File: config.mk
export PLATFORM = sky130hd
export DESIGN_NAME = ucode_sequencer
export DESIGN_NICKNAME = d
export VERILOG_FILES = /design/src/rtl/ucode_sequencer_pkg.sv /design/src/rtl/ucode_addr_ctr.sv /design/src/rtl/ucode_sequencer.sv
export SDC_FILE = /design/constraint.sdc
export NUM_CORES = 1
export LEC_CHECK = 0
export BUFFER_PORTS_ARGS = -buffer_cell sky130_fd_sc_hd__buf_2
export CAP_MARGIN = 20
export CELL_PAD_IN_SITES_DETAIL_PLACEMENT = 1
export CELL_PAD_IN_SITES_GLOBAL_PLACEMENT = 1
export CORE_UTILIZATION = 41
export CTS_BUF_LIST = sky130_fd_sc_hd__clkbuf_4
export DETAILED_ROUTE_END_ITERATION = 10
export GPL_ROUTABILITY_DRIVEN = 0
export PLACE_DENSITY = 0.95
export SYNTH_ARGS = -nofsm -noshare
export SYNTH_HDL_FRONTEND = slang
export SYNTH_SLANG_ARGS = --single-unit
File: constraint.sdc
create_clock -name clk -period 4 [get_ports clk]
set_clock_uncertainty 0.2 [all_clocks]
set_input_delay 0.8 -clock clk [delete_from_list [all_inputs] [get_ports clk]]
set_output_delay 0.8 -clock clk [all_outputs]
set_load 0.01 [all_outputs]
File: src/rtl/ucode_sequencer_pkg.sv
// ucode_sequencer_pkg: sequencer FSM state encoding, address/count width defaults and minimum uop count
package ucode_sequencer_pkg;
  typedef enum logic {IDLE = 1'b0, SEQ = 1'b1} seq_state_e;
  localparam int ADDR_W_DEF = 8;
  localparam int UOP_CNT_W_DEF = 3;
  localparam int UOP_CNT_MIN = 1;
endpackage

File: src/rtl/ucode_addr_ctr.sv
// ucode_addr_ctr: loadable wrapping ROM address incrementer paired with a uop index counter (load/inc/hold)
module ucode_addr_ctr
  import ucode_sequencer_pkg::*;
#(
  parameter int ADDR_W = ADDR_W_DEF,
  parameter int UOP_CNT_W = UOP_CNT_W_DEF
) (
  input  logic                 clk,
  input  logic                 rst_n,
  input  logic                 load,
  input  logic                 inc,
  input  logic [ADDR_W-1:0]    load_addr,
  output logic [ADDR_W-1:0]    addr,
  output logic [UOP_CNT_W-1:0] idx
);
  always_ff @(posedge clk) begin
    if (!rst_n) begin
      addr <= '0;
      idx  <= '0;
    end else if (load) begin
      addr <= load_addr;
      idx  <= '0;
    end else if (inc) begin
      addr <= addr + ADDR_W'(1);
      idx  <= idx + UOP_CNT_W'(1);
    end
  end
endmodule

File: src/rtl/ucode_sequencer.sv
// ucode_sequencer: steps control-ROM addresses for each uop of a decoded instruction and acks on the last; UCODE_SEQ_PERF_EN adds saturating uop/stall counters
module ucode_sequencer
  import ucode_sequencer_pkg::*;
#(
  parameter int ADDR_W = ADDR_W_DEF,
  parameter int UOP_CNT_W = UOP_CNT_W_DEF
) (
  input  logic                 clk,
  input  logic                 rst_n,
  input  logic                 instr_valid,
  input  logic [ADDR_W-1:0]    instr_rom_addr,
  input  logic [UOP_CNT_W-1:0] instr_uop_cnt,
  input  logic                 stall_in,
  input  logic                 flush,
  output logic                 instr_ack,
  output logic [ADDR_W-1:0]    rom_addr,
  output logic                 uop_valid,
  output logic                 uop_first,
  output logic                 uop_last,
  output logic [UOP_CNT_W-1:0] uop_idx,
  output logic                 seq_busy
`ifdef UCODE_SEQ_PERF_EN
  ,
  output logic [31:0]          perf_uop_cnt,
  output logic [31:0]          perf_stall_cnt
`endif
);
  seq_state_e state;
  logic [UOP_CNT_W-1:0] eff_cnt, eff_in, next_idx;
  logic adv, load, inc, in_single, seq_last;
  always_comb begin
    adv       = rst_n && !flush && !stall_in;
    load      = adv && state == IDLE && instr_valid;
    inc       = adv && state == SEQ;
    eff_in    = (instr_uop_cnt == '0) ? UOP_CNT_W'(UOP_CNT_MIN) : instr_uop_cnt;
    in_single = eff_in == UOP_CNT_W'(1);
    next_idx  = uop_idx + UOP_CNT_W'(1);
    seq_last  = next_idx == eff_cnt - UOP_CNT_W'(1);
    instr_ack = (load && in_single) || (inc && seq_last);
    seq_busy  = state == SEQ;
  end
  ucode_addr_ctr #(.ADDR_W(ADDR_W), .UOP_CNT_W(UOP_CNT_W)) u_ctr (
    .clk       (clk),
    .rst_n     (rst_n),
    .load      (load),
    .inc       (inc),
    .load_addr (instr_rom_addr),
    .addr      (rom_addr),
    .idx       (uop_idx)
  );
  always_ff @(posedge clk) begin
    if (!rst_n) begin
      state     <= IDLE;
      eff_cnt   <= '0;
      uop_valid <= 1'b0;
      uop_first <= 1'b0;
      uop_last  <= 1'b0;
    end else if (flush) begin
      state     <= IDLE;
      uop_valid <= 1'b0;
      uop_first <= 1'b0;
      uop_last  <= 1'b0;
    end else if (!stall_in) begin
      if (state == IDLE) begin
        uop_valid <= instr_valid;
        uop_first <= instr_valid;
        uop_last  <= instr_valid && in_single;
        if (instr_valid) begin
          eff_cnt <= eff_in;
          state   <= in_single ? IDLE : SEQ;
        end
      end else begin
        uop_first <= 1'b0;
        uop_last  <= seq_last;
        state     <= seq_last ? IDLE : SEQ;
      end
    end
  end
`ifdef UCODE_SEQ_PERF_EN
  always_ff @(posedge clk) begin
    if (!rst_n) begin
      perf_uop_cnt   <= '0;
      perf_stall_cnt <= '0;
    end else begin
      if ((load || inc) && perf_uop_cnt != '1)
        perf_uop_cnt <= perf_uop_cnt + 32'd1;
      if (uop_valid && stall_in && perf_stall_cnt != '1)
        perf_stall_cnt <= perf_stall_cnt + 32'd1;
    end
  end
`endif
endmodule

==> results by group <==
Clocking
  – Clock Latency Late Sink: ~290 ps
  – Cts hold-fix bufs: 0
  – CTS Buf Count: 3
  – Post-CTS Setup Bufs: 0
  – Max Buffers Root-to-Sink: 2
  – CTS resizes: 0
  – Reg clk slew, reported paths: 90 ps
  – CTS tree: yes
  – Sink Count: 18
  – CTS H-tree depth: 1
  – Clock Root Buffer: clkbuf_4

Logic synthesis
  – Netlist cell types: 38
  – Syn Area/Cell: 8.70 sq um
  – Top FF cell, synth: dfxtp_1
  – Share of the yosys chip area belonging to registers: 35.7%
  – FFs w/ async S/R, synth: 0%
  – #FFs+latches synth: 18
  – Post-synth EDFFs: 0
  – Synth Warn #: 0
  – Cell area after synthesis: 1010 sq um
  – Synth Instances: 116
  – Mapped Nets: about 140

STA
  – Worst hold slack: 278 ps
  – Max-slew violation count: 0
  – Min Clock Period, post-route: 2850 ps
  – Slew margin rel.: 60.6%
  – Unrepaired setup endpoints after global routing: false
  – Final Cycle Share: 71.2%
  – Setup TNS: 0 ps
  – Setup Viol. Count Final: 0
  – Fin. Hold Viols: 0
  – F_max: 351 MHz
  – Slew @ Worst Pin: 588 ps

Detailed routing
  – Total number of vias: roughly 950
  – Antenna viol nets, final: 0
  – DR vias/cell: 5.47
  – DR DRC count: 0
  – Wirelength per Cell: between 10 and 15 um
  – DRT Pass-1 Iters: 4
  – Routed WL: 2570 um
  – DRT iter0 DRCs: 9

Pwr
  – Power share of the combinational group: 14.2%
  – Internal Pwr Total: 242 uW
  – Leak: 0.000508 uW
  – Clock power share: 28.1%
  – Switching power: 88.9 uW
  – Sw Share: 26.8%
  – Cell Pwr Density: 283 nW/um^2
  – Sequential power share: 57.6%
  – Peak supply drop: 153 uV

Global routing
  – Grt total ovfl: 0
  – Largest net degree at the start of global routing: 18
  – Vias in the first global route: 980
  – First-pass GRT wire length: 4360 um
  – Gr usage total: 22.2%
  – Initial antenna violation count: 0

Layout
  – P&R area growth vs syn: 15.9%
  – Multi-input logic area: ~580 sq um
  – Final #Nets: 165
  – Final Instance Area: 1170 sq um
  – N_diodes: 0
  – FF/Latch Area: about 360 sq um
  – Fill count: 281
  – Layout cells sized above 1: between 20% and 30%

Floorplan
  – Die width: 51.6 um
  – I/O Pins: 32
  – Core Footprint: 2280 sq um
  – Die Ht: between 50 and 60 um
  – Rows: 17
  – Initial Util: 44.4%
  – Die Footprint: between 2000 and 3000 sq um

Worst setup path
  – Reg-to-reg critical path startpoint: seq_busy
  – Startpoint Class: input pin
  – Crit Path Category: in2out
  – CP Capture Type: output port
  – Critical Path AT: between 1500 and 2000 ps
  – Worst-path maximum fanout: 17
  – Worst setup path startpoint: rst_n
  – Data required time at the worst endpoint: 3000 ps

Worst hold path
  – Start point of the worst hold path: eff_cnt[1]
  – Hold/Removal Path Class: reg2reg

Run status
  – Status: complete, no violations

Place
  – DPL Wire Length: 1980 um
  – I/O Buffers: 31
  – Area post-placement: 1140 sq um

Run
  – Maximum Capacitance Violations: 0
[sequential cells by signal, summed over array words and instances (netlist names)]
name        flops
u_ctr.idx       3
seq_busy        1
uop_first       1
uop_last        1
uop_valid       1
eff_cnt         3
u_ctr.addr      8
[kinds of logic after synthesis]
group,count (synthesis),share of synthesized area (%)
fa+ha+maj,3,3.72
buf+inv,9,6.69
simple gates,48,26.1
flops,18,35.7
xor+xnor,9,7.81
compound gates,29,20.0
[worst paths after layout]
check                                endpoint  slack [ps]  cells after the start
worst max register to register  u_ctr.addr[4]        2190                      4
worst min register to register     eff_cnt[1]         280                      2
worst max-delay path                instr_ack        1150                      5
worst min-delay path               eff_cnt[1]         280                      2
[cell type report]
| cell class | count | share of cell area (%) |
|---|---|---|
| well taps | 28 | 2.99 |
| clock buffers | 3 | 1.93 |
| flip-flops and latches | 18 | 30.8 |
| inverters | 3 | 0.963 |
| clock inverters | 1 | 0.321 |
| multi-input cells | 89 | 49.7 |
| repair buffers | 31 | 13.3 |
[per-layer routing]
| layer | GRT usage (%) | routed length [um] |
|---|---|---|
| met5 | 0 | 0 |
| met1 | 25.1 | 1140 |
| met2 | 41.3 | 1320 |
| met4 | 9.01 | 29 |
| met3 | 2.63 | 77 |
[worst max-delay path, stage by stage]
cell	delay, ps
buf_2	250
and4bb_1	470
a31oi_1	100
nor2_1	100
buf_2	130
[through the flow]
stage	total power, uW	utilization, %	cells	setup WS, ps
after global routing	349	51.4	173	1040
after global placement	239	50.2	169	1180
after detailed placement	242	50.2	169	1150
final	331	51.4	173	1150
after CTS	337	51.4	173	1140
after floorplan	225	-	116	1470
[synth_stat cells (all sizes together), types with 3 or more instances]
master	n	area [sq um]
nor2	9	33.8
nand2	17	63.8
xnor2	5	43.8
xor2	4	35.0
dfxtp	18	360
buf	5	52.6
a21boi	5	37.5
nand3	6	30.0
o21ai	7	35.0
a21oi	4	20.0
inv	3	11.3
ha	3	37.5
[power by group through the flow]
stage | combinational, uW | clock [uW] | sequential (uW)
5_1_grt | 52.6 | 105 | 192
6_report | 47.2 | 93.2 | 191
4_1_cts | 47.9 | 98.0 | 191
2_1_floorplan | 30.4 | 0 | 195
3_5_place_dp | 47.5 | 0 | 195
3_3_place_gp | 45.0 | 0 | 194
[cells in the final DEF (no fill, tap or decap), drive strengths merged, types with 2 or more instances in the layout]
cell | synthesis | routed
inv | 3 | 3
xor2 | 4 | 4
a2bb2oi | 2 | 2
a21oi | 4 | 4
nor2 | 9 | 9
buf | 5 | 31
dfxtp | 18 | 18
nand2 | 17 | 17
nor3b | 2 | 2
o21a | 2 | 2
o21ai | 7 | 7
nand3 | 6 | 6
clkbuf | 1 | 3
o31ai | 2 | 2
nor2b | 2 | 2
a21boi | 5 | 5
xnor2 | 5 | 5
nand4 | 2 | 2
nor3 | 2 | 2
nand2b | 2 | 2
ha | 3 | 3
nor4b | 2 | 2
No activity file was read; power rests on OpenSTA's default activity.
